### src/rtl/tt_bist_harness.sv
// LFSR-driven BIST wrapper for a tt_um_* project: stimulates its pins and compacts responses in a MISR.
// Define TT_BIST_TRACE_EN to enable the per-capture trace strobe; otherwise trace_* are tied to 0.
module tt_bist_harness #(
    parameter int unsigned IO_W        = 8,
    parameter int unsigned NUM_VECTORS = 256,
    parameter int unsigned SETTLE      = 2,
    parameter int unsigned RST_CYCLES  = 4,
    parameter logic [2*IO_W-1:0] LFSR_POLY = (2*IO_W)'('hB400),
    parameter logic [2*IO_W-1:0] LFSR_SEED = (2*IO_W)'('h0001),
    parameter logic [2*IO_W-1:0] MISR_POLY = (2*IO_W)'('h1021),
    parameter logic [2*IO_W-1:0] EXP_SIG   = (2*IO_W)'('h0000),
    localparam int unsigned VCW = $clog2(NUM_VECTORS + 1)
) (
    input  logic            clk,
    input  logic            rst,
    input  logic            start,
    input  logic            abort,
    output logic            busy,
    output logic            done,
    output logic            pass,
    output logic [2*IO_W-1:0] signature,
    output logic [VCW-1:0]  vec_count,
    output logic [IO_W-1:0] dut_ui_in,
    output logic [IO_W-1:0] dut_uio_in,
    output logic            dut_ena,
    output logic            dut_rst_n,
    input  logic [IO_W-1:0] dut_uo_out,
    input  logic [IO_W-1:0] dut_uio_out,
    input  logic [IO_W-1:0] dut_uio_oe,
    output logic            trace_vld,
    output logic [2*IO_W-1:0] trace_data
);

    localparam int unsigned W2      = 2 * IO_W;
    localparam int unsigned MAX_CNT = (RST_CYCLES > SETTLE) ? RST_CYCLES : SETTLE;
    localparam int unsigned CNT_W   = $clog2(MAX_CNT + 1);
    // An all-zero seed would lock the LFSR at zero.
    localparam logic [W2-1:0] SEED  = (LFSR_SEED == '0) ? W2'(1) : LFSR_SEED;

    typedef enum logic [2:0] {
        StIdle,
        StRstDut,
        StApply,
        StSettle,
        StCapture,
        StDone
    } state_t;

    state_t          state_q, state_d;
    logic [CNT_W-1:0] cnt_q, cnt_d;
    logic [W2-1:0]   lfsr_q, lfsr_d;
    logic [W2-1:0]   sig_q, sig_d;
    logic [VCW-1:0]  vec_q, vec_d;
    logic            busy_q, busy_d;
    logic            done_q, done_d;
    logic            pass_q, pass_d;
    logic            ena_q, ena_d;
    logic            rst_n_q, rst_n_d;
    logic [IO_W-1:0] ui_q, ui_d;
    logic [IO_W-1:0] uio_q, uio_d;

    logic [W2-1:0]   resp;
    logic [W2-1:0]   sig_fold;
    logic [W2-1:0]   lfsr_step;

    assign resp      = {dut_uio_out & dut_uio_oe, dut_uo_out};
    assign sig_fold  = {sig_q[W2-2:0], 1'b0} ^ (sig_q[W2-1] ? MISR_POLY : '0) ^ resp;
    assign lfsr_step = (lfsr_q >> 1) ^ (lfsr_q[0] ? LFSR_POLY : '0);

    always_ff @(posedge clk) begin
        if (rst) begin
            state_q <= StIdle;
            cnt_q   <= '0;
            lfsr_q  <= SEED;
            sig_q   <= '0;
            vec_q   <= '0;
            busy_q  <= 1'b0;
            done_q  <= 1'b0;
            pass_q  <= 1'b0;
            ena_q   <= 1'b0;
            rst_n_q <= 1'b0;
            ui_q    <= '0;
            uio_q   <= '0;
        end else begin
            state_q <= state_d;
            cnt_q   <= cnt_d;
            lfsr_q  <= lfsr_d;
            sig_q   <= sig_d;
            vec_q   <= vec_d;
            busy_q  <= busy_d;
            done_q  <= done_d;
            pass_q  <= pass_d;
            ena_q   <= ena_d;
            rst_n_q <= rst_n_d;
            ui_q    <= ui_d;
            uio_q   <= uio_d;
        end
    end

    always_comb begin
        state_d = state_q;
        cnt_d   = cnt_q;
        lfsr_d  = lfsr_q;
        sig_d   = sig_q;
        vec_d   = vec_q;
        busy_d  = busy_q;
        done_d  = done_q;
        pass_d  = pass_q;
        ena_d   = ena_q;
        rst_n_d = rst_n_q;
        ui_d    = ui_q;
        uio_d   = uio_q;

        if (abort) begin
            // Signature and vec_count are left untouched for post-mortem inspection.
            state_d = StIdle;
            busy_d  = 1'b0;
            done_d  = 1'b0;
            pass_d  = 1'b0;
            ena_d   = 1'b0;
        end else begin
            case (state_q)
                StIdle, StDone: begin
                    if (state_q == StDone) begin
                        busy_d = 1'b0;
                        done_d = 1'b1;
                        pass_d = (sig_q == EXP_SIG);
                    end
                    if (start) begin
                        // Reseed so every run replays the same vector sequence.
                        state_d = StRstDut;
                        cnt_d   = '0;
                        lfsr_d  = SEED;
                        sig_d   = '0;
                        vec_d   = '0;
                        busy_d  = 1'b1;
                        done_d  = 1'b0;
                        pass_d  = 1'b0;
                        ena_d   = 1'b1;
                        rst_n_d = 1'b0;
                    end
                end
                StRstDut: begin
                    if (cnt_q == CNT_W'(RST_CYCLES - 1)) begin
                        cnt_d   = '0;
                        rst_n_d = 1'b1;
                        state_d = StApply;
                    end else begin
                        cnt_d = cnt_q + CNT_W'(1);
                    end
                end
                StApply: begin
                    ui_d    = lfsr_q[IO_W-1:0];
                    uio_d   = lfsr_q[W2-1:IO_W];
                    cnt_d   = '0;
                    state_d = (SETTLE == 0) ? StCapture : StSettle;
                end
                StSettle: begin
                    if (cnt_q == CNT_W'(SETTLE - 1)) begin
                        cnt_d   = '0;
                        state_d = StCapture;
                    end else begin
                        cnt_d = cnt_q + CNT_W'(1);
                    end
                end
                StCapture: begin
                    sig_d   = sig_fold;
                    lfsr_d  = lfsr_step;
                    vec_d   = vec_q + VCW'(1);
                    state_d = (vec_q == VCW'(NUM_VECTORS - 1)) ? StDone : StApply;
                end
                default: state_d = StIdle;
            endcase
        end
    end

    assign busy       = busy_q;
    assign done       = done_q;
    assign pass       = pass_q;
    assign signature  = sig_q;
    assign vec_count  = vec_q;
    assign dut_ui_in  = ui_q;
    assign dut_uio_in = uio_q;
    assign dut_ena    = ena_q;
    assign dut_rst_n  = rst_n_q;

`ifdef TT_BIST_TRACE_EN
    logic          capture_fire;
    logic          trace_vld_q;
    logic [W2-1:0] trace_data_q;

    assign capture_fire = (state_q == StCapture) && !abort;

    always_ff @(posedge clk) begin
        if (rst) begin
            trace_vld_q  <= 1'b0;
            trace_data_q <= '0;
        end else begin
            trace_vld_q <= capture_fire;
            if (capture_fire) begin
                trace_data_q <= resp;
            end
        end
    end

    assign trace_vld  = trace_vld_q;
    assign trace_data = trace_data_q;
`else
    assign trace_vld  = 1'b0;
    assign trace_data = '0;
`endif

endmodule
### config.mk
export PLATFORM = sky130hd
export DESIGN_NAME = tt_bist_harness
export DESIGN_NICKNAME = d
export VERILOG_FILES = /design/src/rtl/tt_bist_harness.sv
export SDC_FILE = /design/constraint.sdc
export NUM_CORES = 1
export LEC_CHECK = 0
export ABC_AREA = 1
export CAP_MARGIN = 5
export CORE_UTILIZATION = 40
export CTS_BUF_LIST = sky130_fd_sc_hd__clkbuf_4 sky130_fd_sc_hd__clkbuf_8
export DETAILED_ROUTE_END_ITERATION = 8
export GPL_ROUTABILITY_DRIVEN = 0
export PLACE_DENSITY = 0.73
export SYNTH_ARGS = -nofsm -noshare
export SYNTH_HDL_FRONTEND = slang
export SYNTH_SLANG_ARGS = --single-unit
### constraint.sdc
create_clock -name clk -period 1.41 [get_ports clk]
set_input_delay 0.423 -clock clk [delete_from_list [all_inputs] [get_ports clk]]
set_output_delay 0.423 -clock clk [all_outputs]
set_load 0.01 [all_outputs]
Yosys cells after proc, flatten, opt, wreduce, memory -nomap -nowiden
Index checks and enable logic that the tools add are counted.
{ "totals": {"word_cells": 71, "in_bits": 28, "reg_bits": 68, "out_inout_bits": 63} }
{ "op_classes": {"n_mux": 26, "reduce_logical": 15, "addsub": 2, "n_eq_ne": 11, "bitwise": 5} }
{ "op_table": {"columns": ["cell", "count"], "rows": [
  ["16-bit case mux with 2 select lines", 2],
  ["16-bit two-way mux", 3],
  ["3-bit two-way mux", 7],
  ["9-bit case mux with 2 select lines", 1],
  ["16-bit logical NOT", 1],
  ["15-bit by 16-bit XOR with 16-bit output", 1],
  ["16-bit by 13-bit XOR with 16-bit output", 1],
  ["16-bit XOR", 1],
  ["3-bit case mux with 5 select lines", 1],
  ["13-bit two-way mux", 1],
  ["3-bit case mux with 4 select lines", 1],
  ["9-bit by 1-bit adder with 9-bit output, second input constant", 1],
  ["3-bit by 2-bit == test with 1-bit output, second input constant", 3],
  ["9-bit by 8-bit == test with 1-bit output, second input constant", 1],
  ["9-bit two-way mux", 1],
  ["3-bit AND reduction", 3],
  ["8-bit bitwise AND", 1],
  ["1-bit two-way mux", 8],
  ["3-bit by 1-bit == test with 1-bit output, second input constant", 2],
  ["3-bit == test, second input constant", 2],
  ["2-bit inequality test, second input constant", 3],
  ["2-bit AND reduction", 3],
  ["2-bit nonzero test", 3],
  ["4-bit AND reduction", 1],
  ["6 further kinds", 7]
]} }

Logic depth before layout (Yosys ltp)
{ "depth": {"ltp_word": 4, "mapped_depth": 12, "depth_no_buf": 12} }

Least setup slack after synthesis
Ideal clock, no wire load.
{ "synth_path": {"path_kind": "register to register", "startpoint": "register vec_q[0] (netlist: vec_count[0])", "endpoint": "register state_q[1]", "t_arrival_ps": 1469, "setup_ps": 115, "t_required_ps": 1295, "slack_ps": -174, "stages_incl_launch_ff": 12, "cell_sequence": "dfxtp_1 > ha_1 > nand2_1 > inv_1 > nand2_1 > nor3_1 > ha_1 > inv_1 > nand2_1 > nand3_1 > o21ai_0 > inv_1"} }
{ "synth_via": {"elab_chain_cells": 3} }
{ "synth_rtl": {"columns": ["element", "line_no", "rtl"], "rows": [
  ["start, declared", "53", "logic [VCW-1:0] vec_q, vec_d;"],
  ["start signal, assigned", "89", "vec_q <= vec_d;"],
  ["9-bit by 8-bit == test with 1-bit output", "170", "state_d = (vec_q == VCW'(NUM_VECTORS - 1)) ? StDone : StApply;"],
  ["3-bit two-way mux", "170", null],
  ["3-bit case mux with 5 select lines", "122", "case (state_q)"],
  ["end signal, assigned", "72", "state_q <= StIdle;"],
  ["end signal, assigned", "85", "state_q <= state_d;"],
  ["end, declared", "49", "state_t state_q, state_d;"]
]} }
Every way passes these cells.
A chain may end at the register's enable or synchronous reset.

Final worst setup path
{ "layout_path": {"startpoint": "register vec_q[0] (netlist: vec_count[0])", "endpoint": "register state_q[2]"} }
Same word-level chain as after synthesis.

==> results.txt <==
The run finished, with violations left. The checks that failed: setup timing. Leaving out fill and tap cells, the most frequent cell in the layout is nand2_1.

The via count of the first global-routing pass came out at around 3300. The count of clock tree sinks came out at 68. The slowest stage cell on the critical path is dfxtp_4. Across every metal layer, demand over resource in global routing totals around a fifth.

The area of the placeable core came out at approximately 8400 sq um. The largest stage delay on the critical path is ~0.37 ns. For this run, design rule violations remaining after detail routing come to 0. The setup slack after layout came out at -0.0552 ns. The class of the tightest hold or removal check is flop to flop.

The chip height came out at 96.2 microns. The final count of negative-setup-slack endpoints is 19. The initial detailed-routing violation count came out at between 150 and 200. The final hold violation count came to 0.

The register bit total from synthesis came out at 68. The count of input and output buffers came out at between 70 and 80. The fraction of layout instances using a drive strength above 1 came out at 19.7%.

Entering global routing, the biggest net connects 28 pins. Static timing analysis puts the maximum clock frequency at between 600 and 700 MHz. 0 antenna diodes ended up in the layout. Of all nets on the critical path, the largest fanout is 3.

The global-route wire length before repair is between 10000 and 15000 microns. The I/O pin total is around 90. For this configuration, the core starts out at a cell density of between 40% and 50%. The total via count in the routed design came out at approximately 3500. The nature of the critical path startpoint is a flop. The hold buffer count at cts came out at 0. The maximum ir drop on the vdd rail came out at ~560 uV. Ranked by total cell area, the synthesized netlist is headed by dfxtp_1 (38%), nand2_1 (12%), nor2_1 (12%). The worst hold-check slack is about 0.45 ns. The fraction of the cycle the final worst path needs is 104%. The total routed wirelength came out at ~8600 microns. Clock-pin slew was measured on the worst setup and hold paths at 0.08 ns.

Max-cap violations in this run came to 0. Setup repair after global routing could not meet its margin everywhere. The maximum buffer depth of the clock tree is 2. In the layout the commonest cells are nand2_1 (114), nor2_1 (104), dfxtp_1 (58), buf_4 (49), inv_1 (46). The finished layout holds about 740 standard cells, fillers aside. After routing the design area is 4860 sq um. The leakage component of the power is 2.27 nW. The total cell area at the placement stage came out at around 4600 sq um.

The layout net count is roughly 670. The most repeated library cell on the critical path is nand2_2. The data arrival time of the worst path is 1.75 ns. The later pin in the worst-skew pair is clocked with a latency of around 0.35 ns. For the final routed database, the setup TNS stands at -0.201 ns.

The warning count from the yosys run is 0. The remaining global-route overflow came out at 0. In this run the clock root is driven by a clkbuf_8. The cell count after placement came out at 724. The first detailed-routing pass took 4 iterations. The worst hold path passes through 2 cells.

The share of the yosys chip area belonging to registers is between 30% and 40%. Data on the critical path is required at its endpoint by around 1.7 ns. The die is 96.2 microns wide. The filler cell count in the final layout is between 700 and 800. The number of instances in the synthesized netlist came out at 520. The initial antenna violation count came out at 0.

The synthesized design spends more area on one cell type than any other, namely dfxtp_1. The number of distinct standard cells referenced by the synthesized netlist is 30. The power per unit of standard cell area came out at roughly 1000 nW/um^2. The average routed wire per standard cell came out at approximately 12 microns. The synthesized area is roughly 3500 sq um.

The number of max-slew violations in the final report was 0. The clock tree from TritonCTS is built. Row generation in the floorplan step produced 33 rows. The share of Yosys cell area claimed by the top area cell type came out at 38.4%. The post-synthesis area per instance is 6.82 sq um. The area of the die is 9240 sq um. The start-to-end type of the worst setup path is flop to flop.

The number of vias per cell after detailed routing came out at between 4 and 5. The total CTS buffers is 9. CTS built an H-tree with a depth of 3. The layout-stage area growth over the synthesis result came out at 37.0%.

STA classifies the critical path endpoint as a flop. The HPWL after detailed placement is around 6400 microns. The signal on the critical path passes through ha_4, nand2_2, inv_2, nand2_2, nor3_2, ha_2, nand3_2, nand2_1, nand3_1, a21oi_2. Once detail routing completed, the nets flagged for antenna violations numbered 0. The number of cells on the worst reg-to-reg path is 10. The final core area utilization is between 50% and 60%.

Subtracting the final worst setup slack from the clock period gives 1.47 ns. The maximum clock skew at final layout is around 0.0053 ns.
## report_power, final
group,internal (W),switching [W],leakage (nW)
Sequential,0.00203,0.0000766,0.560
Combinational,0.000452,0.000522,1.60
Clock,0.00100,0.000802,0.110
## layer usage
metal	part of all wire, %	wire [microns]	global-route usage, %
met2	50	4330	36.0
met1	44	3810	22.4
met3	4.0	346	5.29
met5	0	0	0
met4	1.9	164	7.21
## layout make-up
class | instances | area, sq um | area share (%)
Multi-Input combinational cell | 375 | 1800 | 37.0
Sequential cell | 68 | 1380 | 28.4
Timing Repair Buffer | 128 | 1130 | 23.2
Inverter | 51 | 199 | 4.09
Tap cell | 105 | 131 | 2.70
Clock buffer | 9 | 124 | 2.55
Clock inverter | 7 | 98.8 | 2.03
## logic make-up after synthesis
| logic type | synth area share [%] |
|---|---|
| DFF | 38.4 |
| adders and majority gates | 2.47 |
| other | 0.106 |
| AOI/OAI and AO/OA | 9.77 |
| and+or+nand+nor | 30.9 |
| buffers and inverters | 14.1 |
| xor gates and xnor gates | 4.20 |
## per-stage QoR
step | setup WS (ns) | total power (W)
global placement | -0.404 | 0.00313
finish | -0.0552 | 0.00489
floorplan | 0.00868 | 0.00276
detailed placement | -0.384 | 0.00315
CTS | -0.0651 | 0.00493
global route | -0.179 | 0.00512
## registers in the layout (all words and copies together), names as in the netlist
register    cells
dut_ena         1
dut_ui_in       8
pass            1
lfsr_q         16
dut_rst_n       1
signature      16
dut_uio_in      8
done            1
state_q         3
busy            1
cnt_q           3
vec_count       9
## path summary, 6_finish.rpt
kind,start,endpoint,slack (ns)
worst max register to register,vec_count[0],state_q[2],-0.06
worst min register to register,dut_ena,dut_ena,0.45
worst min-delay path,dut_ena,dut_ena,0.45
worst max-delay path,vec_count[0],state_q[2],-0.06
## timing repair
item                       in CTS  in global routing
setup endpoints to repair      70                 93
setup buffers                   2                  2
pin swaps                       3                  3
gates resized for setup        78                 55
hold endpoints to repair        0                  0
## critical path: cells and delay by family (launching register included)
family                   cells  cell delay, ns
AND/OR/NAND/NOR              6            0.49
AO/OA/AOI/OAI                1            0.14
buffers and inverters        1            0.06
flip-flops                   1            0.37
adder cells (fa/ha/maj)      2            0.35
## cells in the mapped netlist (all sizes together)
cell type and count:
nand4 3, a21oi 29, nand3b 1, nor3 3, clkbuf 3, nand3 28
o211ai 1, o21ai 38, xor2 16, xnor2 1, nor2 110, buf 39
dfxtp 68, nand2 121, conb 1, inv 51, ha 7
No activity file was read; power rests on OpenSTA's default activity.
==> edit 1 (same settings) <==
Put one more register stage on the output `signature`, with the module's reset. The value now appears one clock later. The other outputs are not delayed to match.
--- a/src/rtl/tt_bist_harness.sv
+++ b/src/rtl/tt_bist_harness.sv
@@ -178,5 +178,11 @@
     assign done       = done_q;
     assign pass       = pass_q;
-    assign signature  = sig_q;
+    always_ff @(posedge clk) begin
+        if (rst) begin
+            signature <= '0;
+        end else begin
+            signature <= sig_q;
+        end
+    end
     assign vec_count  = vec_q;
     assign dut_ui_in  = ui_q;
Function: changed (a bounded check fails within 10 cycles, from zero or initial values and one cycle with rst high).
==> edit 1 against the unedited design <==
- the run still ends with setup timing left
- design area grew 8.2%
- combinational power is 27% higher
- critical path depth increased by 1
- power rose by 16%
- area after synthesis grew 12%
- wire length rose by 9.0%
- sequential cell count rose by 16
- worst setup slack got worse by 51 ps
- clock skew rose by 3.9 ps
- largest cell class unchanged
==> edit 1: results (changes against the unedited design) <==
Logic synthesis
  – Area contributors post-synth: dfxtp_1 (42%), nor2_1 (13%), nand2_1 (12%) (was dfxtp_1 (38%), nand2_1 (12%), nor2_1 (12%))
  – Seq/Total Area, Yosys: 42.2% (was 38.4%)
  – Post-Synthesis Cells: 592 (was 520)
  – Post-Synth Adder-Cell Area: 2.20% (was 2.47%)
  – Post-synthesis xor/xnor area fraction: 2.42% (was 4.20%)
  – Compound-gate portion of the synthesized area: 8.03% (was 9.77%)
  – Most frequent cells after synthesis: nor2_1 (140), nand2_1 (132), dfxtp_1 (84) (was nand2_1 (116), nor2_1 (109), dfxtp_1 (68))
  – Count of different cell masters after synthesis: 28 (was 30)

CTS
  – Post-cts repair resize count: 81 (was 78)

Outcome
  – Failing checks: setup timing (unchanged)
  – Status: finished with violations (unchanged)

Worst setup path
  – Worst reg2reg path depth: 11 (was 10)
  – Maximum fanout along the worst path: 2 (was 3)

Layout
  – # fillers: 954 (was 781)
  – Fin nets: 724 (was 668)

Global routing
  – Pin count of the biggest net entering global routing: 40 (was 28)
  – First-pass GRT wire length: 15.3 mm (was 14.3 mm)
  – Routing usage on met1: 22.4% (about the same)
  – Total Routing Usage GR: 18.7% (was 20.0%)
  – GR Layer Usage met2: 32.5% (was 36.0%)
  – Met3 GRT Util: 4.04% (was 5.29%)

Placement
  – Place WS: -355 ps (was -384 ps)
  – DP HPWL: 6.75 mm (was 6.39 mm)
  – Dpl cell area: 0.00504 mm2 (was 0.00464 mm2)

Timing
  – Final worst slack: -106 ps (was -55.2 ps)
  – Post-Route Skew: 9.25 ps (was 5.31 ps)
  – Final setup vio count: 2 (was 19)
  – Hold Slack: 468 ps (was 454 ps)

Power
  – Clk. pwr: 1750 uW (was 1810 uW)
  – Leak: 0.00253 uW (was 0.00227 uW)
  – Sw Pwr: 1710 uW (was 1400 uW)
  – Sw Share: 30.0% (was 28.7%)

Drt
  – WL met2: 4.56 mm (was 4.33 mm)
  – Via count: 3,810 (was 3,464)
  – Met1 WL: 4.21 mm (was 3.81 mm)
  – WL met3: 498 um (was 346 um)
  – DR vias/cell: 4.61 (was 4.66)
  – Iteration-0 DRC Markers: 169 (was 162)

Min path
  – Hold Path End: done (was dut_ena)
  – Hold Startpoint: done (was dut_ena)
  – Worst Hold Path Cells: 1 (was 2)
==> edit 1: changes by cell type in the layout (fill, tap and decap cells not counted), moves of 6 or more <==
cell and delta:
dlygate4sd2_1 +13, clkdlybuf4s15_1 -15, dfxtp_1 +16, buf_4 -16, inv_1 +13, xor2_1 -6, o21ai_1 -7, nor2_1 +30
nand2_1 +17, nand3_1 +6
==> edit 1: cell type report <==
type	count	area (um2)	area share (%)
multi-input cells	419	1950	37.1
flip-flops and latches	84	1710	32.5
repair buffers	111	982	18.7
inverters	64	248	4.71
well taps	133	166	3.16
clock buffers	11	145	2.76
clock inverters	5	60.1	1.14
==> edit 1: worst register-to-register path, stage by stage, from the launching register on <==
cell and delay (ps):
dfxtp_4 370, ha_4 150, nand2_4 50, nor2_4 100
nand3_2 110, nor2_4 130, ha_4 160, nand3_2 80
nand2_1 70, nand3b_1 100, nand2_1 70, nor2_1 90
==> edit 2 (same flow settings) <==
Made on the original files. Set the parameter `RST_CYCLES` to 16 (it was 4).
--- a/src/rtl/tt_bist_harness.sv
+++ b/src/rtl/tt_bist_harness.sv
@@ -5,5 +5,5 @@
     parameter int unsigned NUM_VECTORS = 256,
     parameter int unsigned SETTLE      = 2,
-    parameter int unsigned RST_CYCLES  = 4,
+    parameter int unsigned RST_CYCLES  = 16,
     parameter logic [2*IO_W-1:0] LFSR_POLY = (2*IO_W)'('hB400),
     parameter logic [2*IO_W-1:0] LFSR_SEED = (2*IO_W)'('h0001),
Function: changed (a bounded check fails within 10 cycles, from zero or initial values and one cycle with rst high).
==> edit 2 against the unedited design <==
- the flow still finishes with violations (setup timing)
- first-iteration DRC count fell by 28%
- design area rose by 4.6%
- clock power is 7% lower
- power is 7.4% higher
- sequential cell count increased by 2
- wire length increased by 9.5%
- area after synthesis up 0.14%
- worst setup slack better by 10 ps
- non-clock buffer count grew 3
- critical path type unchanged
- highest routed layer unchanged
==> edit 2: results (changes against the unedited design) <==
Outcome
  – Status: finished with violations (unchanged)
  – Failing checks: setup timing (unchanged)

Power
  – Leak: 0.00226 uW (was 0.00227 uW)
  – Worst IR drop on VDD: 0.000703 V (was 0.000562 V)

Global routing
  – First-pass GRT wire length: 14.5 mm (was 14.3 mm)
  – Vias in the first global route: 3,268 (was 3,274)
  – Pin count of the biggest net entering global routing: 30 (was 28)
  – Total Routing Usage GR: 20.3% (was 20.0%)

Drt
  – Iteration-0 DRC Markers: 117 (was 162)
  – DR vias/cell: 4.90 (was 4.66)
  – Pre-Repair DR Iteration Count: 5 (was 4)
  – Total Wirelength: 9.46 mm (was 8.64 mm)

Logic synthesis
  – Syn avg cell area: 6.98 um2 (was 6.82 um2)
  – Post-synthesis xor/xnor area fraction: 1.23% (was 4.20%)
  – Seq/Total Area, Yosys: 39.5% (was 38.4%)
  – Most frequent cells after synthesis: nor2_1 (101), nand2_1 (95), dfxtp_1 (70) (was nand2_1 (116), nor2_1 (109), dfxtp_1 (68))
  – Post-Synth Adder-Cell Area: 2.11% (was 2.47%)
  – Area contributors post-synth: dfxtp_1 (39%), nor2_1 (11%), nand2_1 (10%) (was dfxtp_1 (38%), nand2_1 (12%), nor2_1 (12%))
  – Count of different cell masters after synthesis: 37 (was 30)
  – Compound-gate portion of the synthesized area: 14.1% (was 9.77%)

Worst setup path
  – Slowest stage delay, CP: 340 ps (was 370 ps)
  – Maximum fanout along the worst path: 5 (was 3)
  – Worst EP arrival: 1730 ps (was 1750 ps)
  – Worst reg2reg path depth: 9 (was 10)
  – Crit-path slowest cell: dfxtp_2 (was dfxtp_4)

Layout
  – Final std cells w/o fill: 742 (was 743)
  – Fin nets: 663 (was 668)

Placement
  – DP HPWL: 6.48 mm (was 6.39 mm)
  – Dpl cell area: 0.00465 mm2 (was 0.00464 mm2)
  – Placed Cells: 716 (was 724)

Timing
  – Final worst slack: -45.1 ps (was -55.2 ps)
  – Setup TNS: -45.1 ps (was -201 ps)
  – Final setup vio count: 1 (was 19)
==> edit 2: path summary, 6_finish.rpt <==
| kind | startpoint | end | slack [ps] |
|---|---|---|---|
| hold reg to reg | dut_rst_n | dut_rst_n | 460 |
| setup reg to reg | cnt_q[1] | cnt_q[1] | -50 |
| setup / recovery | cnt_q[1] | cnt_q[1] | -50 |
| hold / removal | dut_rst_n | dut_rst_n | 460 |
==> edit 2: metrics by stage <==
stage,utilization (%),setup slack (ps)
finish,58.6,-45.1
global route,58.6,-117
CTS,57.1,-46.5
detailed placement,53.6,-408
global placement,53.6,-365
floorplan,-,-1.39
==> edit 2: worst max-delay path, delay by kind of cell, from the launching register on <==
kind	cells	cell delay (ps)
AOI/OAI and AO/OA	1	190
adders and majority gates	2	320
buffers and inverters	1	50
DFF	1	340
and+or+nand+nor	5	480
==> edit 2: cell families (layout without fill, tap and decap cells) <==
family          Yosys count  in the layout
flops                    70             70
other cells               1             17
fa+ha+maj                 6              6
compound gates           92             92
buf+inv                  89            198
xor+xnor                  5              5
simple gates            246            246
==> edit 2: per-layer routing <==
metal | track usage, % | up-vias | share of wire (%)
met5 | 0 | - | 0
li1 | - | 1831 | -
met3 | 4.50 | 18 | 5.5
met1 | 24.6 | 1678 | 44
met4 | 6.84 | 0 | 1.7
met2 | 35.2 | 111 | 49
==> edit 2: cell type report <==
class,count,area (um2)
Clock buffer,9,124
Tap cell,108,135
Inverter,51,204
Multi-Input combinational cell,366,1930
Fill cell,780,3590
Clock inverter,7,80.1
Sequential cell,70,1430
Timing Repair Buffer,131,1180
==> edit 2: what timing repair did <==
action,CTS,global route
gates resized for setup,99,80
setup buffers,6,1
pin swaps,11,17
cloned,1,2
endpoints found under the setup margin,70,83
==> edit 2: report_power, final <==
part,switching (uW),internal [uW],total [uW]
clock,843,837,1680
sequential,115,2120,2240
combinational,728,600,1330
